==> config.mk <==
export PLATFORM = sky130hd
export DESIGN_NAME = history_manager_flat
export DESIGN_NICKNAME = d
export VERILOG_FILES = /design/src/rtl/history_manager_if.sv /design/src/rtl/history_manager.sv /design/src/flat_wrapper.sv
export SDC_FILE = /design/constraint.sdc
export NUM_CORES = 2
export LEC_CHECK = 0
export CELL_PAD_IN_SITES_DETAIL_PLACEMENT = 1
export CELL_PAD_IN_SITES_GLOBAL_PLACEMENT = 1
export CORE_MARGIN = 2
export CORE_UTILIZATION = 45
export DETAILED_ROUTE_END_ITERATION = 16
export PLACE_DENSITY = 0.7
export SYNTH_ARGS = -nofsm -noshare
export SYNTH_HDL_FRONTEND = slang
export SYNTH_SLANG_ARGS = --single-unit
==> constraint.sdc <==
create_clock -name clk -period 28.6 [get_ports clk]
set_clock_uncertainty 0.15 [all_clocks]
set_input_delay 5.72 -clock clk [delete_from_list [all_inputs] [get_ports clk]]
set_output_delay 5.72 -clock clk [all_outputs]
set_load 0.02 [all_outputs]
==> src/rtl/history_manager_if.sv <==
// history_manager_if: prediction, resolution and history bundle for the branch history manager
interface history_manager_if #(
    parameter int GLOBAL_HISTORY_WIDTH     = 128,
    parameter int PATH_HISTORY_NUM_ENTRIES = 4,
    parameter int PATH_HISTORY_HASH_WIDTH  = 16,
    parameter int PC_WIDTH                 = 64,
    parameter int CKPT_DEPTH               = 8
);
    localparam int TW = $clog2(CKPT_DEPTH);
    logic                                                               pred_valid;
    logic                                                               pred_ready;
    logic [PC_WIDTH-1:0]                                                pred_pc;
    logic                                                               pred_taken;
    logic [TW-1:0]                                                      pred_tag;
    logic                                                               resolve_valid;
    logic                                                               resolve_mispredict;
    logic                                                               resolve_taken;
    logic [GLOBAL_HISTORY_WIDTH-1:0]                                    ghr_out;
    logic [PATH_HISTORY_NUM_ENTRIES-1:0][PATH_HISTORY_HASH_WIDTH-1:0]   phr_out;
    logic                                                               recover_pulse;
    logic                                                               underflow_err;
    modport master (
        output pred_valid, pred_pc, pred_taken, resolve_valid, resolve_mispredict, resolve_taken,
        input  pred_ready, pred_tag, ghr_out, phr_out, recover_pulse, underflow_err
    );
    modport slave (
        input  pred_valid, pred_pc, pred_taken, resolve_valid, resolve_mispredict, resolve_taken,
        output pred_ready, pred_tag, ghr_out, phr_out, recover_pulse, underflow_err
    );
endinterface

==> src/rtl/history_manager.sv <==
// history_manager: speculative global/path history with per-branch checkpoints for mispredict recovery
module history_manager #(
    parameter int GLOBAL_HISTORY_WIDTH     = 128,
    parameter int PATH_HISTORY_NUM_ENTRIES = 4,
    parameter int PATH_HISTORY_HASH_WIDTH  = 16,
    parameter int PC_WIDTH                 = 64,
    parameter int CKPT_DEPTH               = 8
) (
    input logic               clk,
    input logic               rst,
    history_manager_if.slave  bus
);
    localparam int W  = GLOBAL_HISTORY_WIDTH;
    localparam int N  = PATH_HISTORY_NUM_ENTRIES;
    localparam int H  = PATH_HISTORY_HASH_WIDTH;
    localparam int TW = $clog2(CKPT_DEPTH);
    typedef logic [N-1:0][H-1:0] phr_t;
    logic [W-1:0]  ghr;
    phr_t          phr;
    logic [W-1:0]  ckpt_ghr [CKPT_DEPTH];
    phr_t          ckpt_phr [CKPT_DEPTH];
    logic [H-1:0]  ckpt_hash [CKPT_DEPTH];
    logic [TW-1:0] wr_ptr, rd_ptr;
    logic [TW:0]   count;
    logic          recover_pulse, underflow_err;
    logic [H-1:0]  pc_hash;
    logic          push, pop, mis, empty;
    logic          unused_pc;
    function automatic phr_t shift_in(phr_t p, logic [H-1:0] h);
        phr_t r;
        r[0] = h;
        for (int k = 1; k < N; k++) r[k] = p[k-1];
        return r;
    endfunction
    assign unused_pc         = ^{bus.pred_pc[1:0], bus.pred_pc[PC_WIDTH-1:2+2*H]};
    assign pc_hash           = bus.pred_pc[2 +: H] ^ bus.pred_pc[2+H +: H];
    assign empty             = count == '0;
    assign bus.pred_ready    = count != (TW+1)'(CKPT_DEPTH) && !(bus.resolve_valid && bus.resolve_mispredict);
    assign push              = bus.pred_valid && bus.pred_ready;
    assign pop               = bus.resolve_valid && !bus.resolve_mispredict && !empty;
    assign mis               = bus.resolve_valid && bus.resolve_mispredict && !empty;
    assign bus.pred_tag      = wr_ptr;
    assign bus.ghr_out       = ghr;
    assign bus.phr_out       = phr;
    assign bus.recover_pulse = recover_pulse;
    assign bus.underflow_err = underflow_err;
    // Checkpoints hold the history seen before each branch; contents are meaningless while empty.
    always_ff @(posedge clk) begin
        if (push) begin
            ckpt_ghr[wr_ptr]  <= ghr;
            ckpt_phr[wr_ptr]  <= phr;
            ckpt_hash[wr_ptr] <= pc_hash;
        end
    end
    always_ff @(posedge clk or posedge rst) begin
        if (rst) begin
            ghr           <= '0;
            phr           <= '0;
            wr_ptr        <= '0;
            rd_ptr        <= '0;
            count         <= '0;
            recover_pulse <= 1'b0;
            underflow_err <= 1'b0;
        end else begin
            recover_pulse <= mis;
            if (bus.resolve_valid && empty) underflow_err <= 1'b1;
            if (mis) begin
                // Replay the oldest branch with its real outcome and drop everything younger.
                ghr    <= {ckpt_ghr[rd_ptr][W-2:0], bus.resolve_taken};
                phr    <= shift_in(ckpt_phr[rd_ptr], ckpt_hash[rd_ptr]);
                rd_ptr <= rd_ptr + 1'b1;
                wr_ptr <= rd_ptr + 1'b1;
                count  <= '0;
            end else begin
                if (push) begin
                    ghr    <= {ghr[W-2:0], bus.pred_taken};
                    phr    <= shift_in(phr, pc_hash);
                    wr_ptr <= wr_ptr + 1'b1;
                end
                if (pop) rd_ptr <= rd_ptr + 1'b1;
                count <= count + push - pop;
            end
        end
    end
endmodule

==> src/flat_wrapper.sv <==
// flat-port wrapper written by rule: the top's interface ports become plain ports
module history_manager_flat 
#(
    parameter int GLOBAL_HISTORY_WIDTH     = 128,
    parameter int PATH_HISTORY_NUM_ENTRIES = 4,
    parameter int PATH_HISTORY_HASH_WIDTH  = 16,
    parameter int PC_WIDTH                 = 64,
    parameter int CKPT_DEPTH               = 8
)
  (clk, rst, bus_pred_valid, bus_pred_pc, bus_pred_taken, bus_resolve_valid, bus_resolve_mispredict, bus_resolve_taken, bus_pred_ready, bus_pred_tag, bus_ghr_out, bus_phr_out, bus_recover_pulse, bus_underflow_err);
  history_manager_if #(.GLOBAL_HISTORY_WIDTH(GLOBAL_HISTORY_WIDTH), .PATH_HISTORY_NUM_ENTRIES(PATH_HISTORY_NUM_ENTRIES), .PATH_HISTORY_HASH_WIDTH(PATH_HISTORY_HASH_WIDTH), .PC_WIDTH(PC_WIDTH), .CKPT_DEPTH(CKPT_DEPTH)) bus_i ();
  input logic clk;
  input logic rst;
  input wire logic [$bits(bus_i.pred_valid)-1:0] bus_pred_valid;
  input wire logic [$bits(bus_i.pred_pc)-1:0] bus_pred_pc;
  input wire logic [$bits(bus_i.pred_taken)-1:0] bus_pred_taken;
  input wire logic [$bits(bus_i.resolve_valid)-1:0] bus_resolve_valid;
  input wire logic [$bits(bus_i.resolve_mispredict)-1:0] bus_resolve_mispredict;
  input wire logic [$bits(bus_i.resolve_taken)-1:0] bus_resolve_taken;
  output wire logic [$bits(bus_i.pred_ready)-1:0] bus_pred_ready;
  output wire logic [$bits(bus_i.pred_tag)-1:0] bus_pred_tag;
  output wire logic [$bits(bus_i.ghr_out)-1:0] bus_ghr_out;
  output wire logic [$bits(bus_i.phr_out)-1:0] bus_phr_out;
  output wire logic [$bits(bus_i.recover_pulse)-1:0] bus_recover_pulse;
  output wire logic [$bits(bus_i.underflow_err)-1:0] bus_underflow_err;
  assign bus_i.pred_valid = bus_pred_valid;
  assign bus_i.pred_pc = bus_pred_pc;
  assign bus_i.pred_taken = bus_pred_taken;
  assign bus_i.resolve_valid = bus_resolve_valid;
  assign bus_i.resolve_mispredict = bus_resolve_mispredict;
  assign bus_i.resolve_taken = bus_resolve_taken;
  assign bus_pred_ready = bus_i.pred_ready;
  assign bus_pred_tag = bus_i.pred_tag;
  assign bus_ghr_out = bus_i.ghr_out;
  assign bus_phr_out = bus_i.phr_out;
  assign bus_recover_pulse = bus_i.recover_pulse;
  assign bus_underflow_err = bus_i.underflow_err;
  history_manager #(.GLOBAL_HISTORY_WIDTH(GLOBAL_HISTORY_WIDTH), .PATH_HISTORY_NUM_ENTRIES(PATH_HISTORY_NUM_ENTRIES), .PATH_HISTORY_HASH_WIDTH(PATH_HISTORY_HASH_WIDTH), .PC_WIDTH(PC_WIDTH), .CKPT_DEPTH(CKPT_DEPTH)) u_core (.clk(clk), .rst(rst), .bus(bus_i));
endmodule
==> summary.txt <==
Timing
  • RSZ-0062 raised after global routing: no
  • Achievable Freq: 0.0739 GHz
  • Final Hold Fails: 0
  • Worst-margin pin slew: 1190 ps
  • Period minus WS final: 13530 ps
  • # setup viols final: 0
  • Final worst-path cycle share: 47.3%
  • Setup TNS: 0 ps
  • Max-slew violations: 0
  • Slew headroom: 20.4%

GRT
  • Largest net degree at the start of global routing: 158
  • All-Layer GR Usage: 21.8%
  • GRT overflow: 0
  • Number of global-route vias before repair: 34079
  • Initial antenna violation count: 2
  • First-pass GRT wire length: 234000 um

Detailed routing
  • DRC: 0
  • DR iter-0 viols: 2979
  • Routed Antenna Nets: 0
  • Total Wirelength: 158000 um
  • Vias: 31204
  • Routed length per instance: 31.0 um
  • Drt first pass iters: 5
  • Vias per cell: 6.13

Power and ir drop
  • P per Cell Area: 111 nW/um2
  • VDD IR max: 0.0871 mV
  • Combinational fraction of design power: 24.8%
  • Psw: 0.00254 W
  • Switching share of total power: 30.5%
  • Sequential power share: 48.0%
  • Leakage: 24.3 nW
  • Internal: 0.00578 W
  • Clock power share: 27.2%

Placed design
  • Placed Instances: 4769
  • Post-DP Area: 69200 um2
  • Dpl hpwl: 75800 um
  • RD Place Congestion: 0.716
  • Port Buffers: 236

Logic synthesis
  • Cell count after synthesis: 2753
  • Synth warn: 0
  • #FFs+latches synth: 1732
  • Post-synthesis sequential area ratio: 78.9%
  • Syn_nets: 2833
  • Yosys cell types: 42
  • Post-Syn Area: 64700 um2
  • Mean Syn Cell Area: 23.5 um2

Critical path
  • Critical path startpoint category: primary input
  • Critical path peak fanout: 9
  • Slowest cell on crit path: clkdlybuf4s50_1
  • Reg-to-Reg Start: u_core.count[2]
  • CP endpoint kind: primary output
  • Crit-path leading delay family: buffers and inverters
  • CP Data Required Time: 22730 ps
  • Most frequent CP cell: clkdlybuf4s50_1
  • Critical path cell sequence: clkdlybuf4s50_1 > nand2_1 > and2_1 > clkdlybuf4s50_1
  • CP Buf/Inv Count: 2
  • CP Class: primary input to primary output
  • Critical path arrival: 7660 ps
  • Crit path launch: bus_resolve_mispredict
  • Max incr delay on CP: 640 ps

Clocking
  • Gates resized, CTS repair: 0
  • H-Tree Depth: 4
  • Cts bufs inserted: 172
  • # hold bufs at CTS: 0
  • Bufs on Longest Clock Path: 3
  • Sinks on Clock Net: 1732
  • Worst-skew pair later-pin latency: 810 ps
  • CTS Root Cell: clkbuf_16
  • Setup Buffers After CTS: 0
  • CTS tree: built
  • Clock Pin Slew Worst Setup and Hold Paths: 60 ps

Final layout
  • Register area: 51000 um2
  • Multi-input logic area: 12900 um2
  • Nets: 3120
  • Area growth, synth to finish: 15.8%
  • Fill count: 12231
  • Final Instance Area: 74900 um2
  • N_diodes: 0
  • Share of layout cells above drive strength 1: 23.8%
  • Non-filler instance count after layout: 5090

Floorplanning
  • Core area: 143000 um2
  • Top Ports: 269
  • Initial Util: 45.2%
  • Die W: 383 um
  • Cell Rows: 139
  • Full die area: 147000 um2
  • Height of the die: 383 um

Min path
  • Hold path start: u_core.bus.underflow_err
  • Min-delay worst type: register to register

Run status
  • Status: finished, final reports clean

Flow run
  • Maxcap violations: 0
-- metrics by stage --
| stage | utilization, % | hold WS [ps] | total power [W] | setup WS [ps] |
|---|---|---|---|---|
| floorplan | - | 415 | 0.00535 | 1240 |
| global placement | 48.4 | 305 | 0.00601 | 15040 |
| detailed placement | 48.4 | 329 | 0.00613 | 15060 |
| CTS | 52.3 | 349 | 0.00841 | 15050 |
| global route | 52.3 | 368 | 0.00866 | 14950 |
| finish | 52.3 | 350 | 0.00832 | 15070 |
-- state kept, by name (all words and copies together) (netlist names) --
signal                    flops
u_core.bus.ghr_out          128
u_core.bus.phr_out           64
u_core.bus.pred_tag           3
u_core.bus.recover_pulse      1
u_core.bus.underflow_err      1
u_core.ckpt_ghr            1016
u_core.ckpt_hash            128
u_core.ckpt_phr             384
u_core.count                  4
u_core.rd_ptr                 3
-- path summary, 6_finish.rpt --
check | depth (start not counted) | to | slack (ps)
max | 4 | bus_pred_ready | 15070
min | 1 | u_core.bus.underflow_err | 350
max reg2reg | 8 | u_core.bus.ghr_out[45] | 23540
min reg2reg | 1 | u_core.bus.underflow_err | 350
max in group asynchronous | 4 | u_core.bus.ghr_out[23] | 21030
min in group asynchronous | 2 | u_core.bus.ghr_out[32] | 5280
-- layout make-up --
type	instances	area share, %
timing repair buffer	284	3.80
multi-input combinational	842	17.3
clock inverter	89	1.22
inverter	8	0.0601
tap	1903	3.18
sequential	1732	68.1
clock buffer	232	6.37
-- cells by family after synthesis --
group / synth area share, %
xor+xnor: 0.298
simple gates: 0.323
fa+ha+maj: 0.186
mux: 13.4
compound gates: 5.72
flops: 78.9
buf+inv: 1.26
-- power groups by stage --
stage               clock (W)  combinational, W  sequential, W
detailed placement          0           0.00209        0.00405
CTS                   0.00231           0.00210        0.00400
global route          0.00240           0.00220        0.00407
global placement            0           0.00205        0.00396
floorplan                   0           0.00126        0.00409
finish                0.00226           0.00206        0.00399
-- cell usage after synthesis (all sizes together) --
| library cell | number | area [um2] |
|---|---|---|
| or3b | 2 | 20.0 |
| nor4b | 2 | 17.5 |
| o22a | 39 | 342 |
| dfrtp | 204 | 5100 |
| a211o | 1 | 8.76 |
| o21a | 1 | 7.51 |
| and2 | 2 | 12.5 |
| fa | 1 | 20.0 |
| xor2 | 17 | 149 |
| a21oi | 2 | 10.0 |
| xnor2 | 5 | 43.8 |
| nor3b | 4 | 35.0 |
| nand2 | 5 | 18.8 |
| nor2 | 6 | 27.5 |
| o221a | 39 | 439 |
| o32a | 1 | 10.0 |
| a22o | 152 | 1330 |
| nor3 | 4 | 20.0 |
| or3 | 1 | 6.26 |
| mux2 | 1 | 11.3 |
| and3 | 2 | 17.5 |
| mux2i | 2 | 20.0 |
| a21o | 2 | 15.0 |
| clkbuf | 91 | 342 |
| nor2b | 2 | 12.5 |
| buf | 80 | 444 |
| o21ai | 3 | 15.0 |
| ha | 8 | 100 |
| nand3 | 3 | 15.0 |
| nor4 | 1 | 6.26 |
| mux4 | 382 | 8600 |
| edfxtp | 1528 | 45900 |
| a221o | 152 | 1520 |
| inv | 8 | 30.0 |
-- routing by layer --
layer / up-vias / GRT usage, % / wire length (um)
met5: - / 0 / 0
met4: 0 / 5.96 / 3420
met3: 228 / 4.07 / 10300
met2: 1143 / 36.0 / 79900
met1: 17251 / 29.9 / 64300
li1: 12582 / - / -
-- cell usage in the layout, fill, tap and decap left out, types with 3 or more instances in the layout --
| cell type | n |
|---|---|
| clkinv_1 | 19 |
| clkinvlp_4 | 8 |
| clkbuf_16 | 174 |
| dfrtp_4 | 3 |
| a22o_1 | 152 |
| mux4_2 | 382 |
| clkinv_8 | 5 |
| inv_6 | 5 |
| clkbuf_1 | 38 |
| buf_4 | 38 |
| clkbuf_8 | 20 |
| edfxtp_1 | 1528 |
| o221a_2 | 39 |
| buf_12 | 10 |
| dfrtp_1 | 201 |
| nor2_1 | 3 |
| nor3b_2 | 3 |
| clkinv_2 | 34 |
| nand2_1 | 5 |
| xnor2_1 | 5 |
| xor2_1 | 17 |
| ha_1 | 8 |
| inv_1 | 6 |
| a221o_1 | 152 |
| o22a_1 | 39 |
| bufinv_16 | 14 |
| nor3_2 | 4 |
| inv_16 | 3 |
| clkdlybuf4s50_1 | 236 |
-- worst register-to-register path, cell delays in order (launching register included) --
cell,delay (ps)
dfrtp_1,370
inv_1,100
ha_1,180
nor3b_2,730
nor2_2,320
nor2_4,870
buf_4,920
buf_4,980
a221o_1,370
Note: power is estimated with default switching activity, not from simulation.
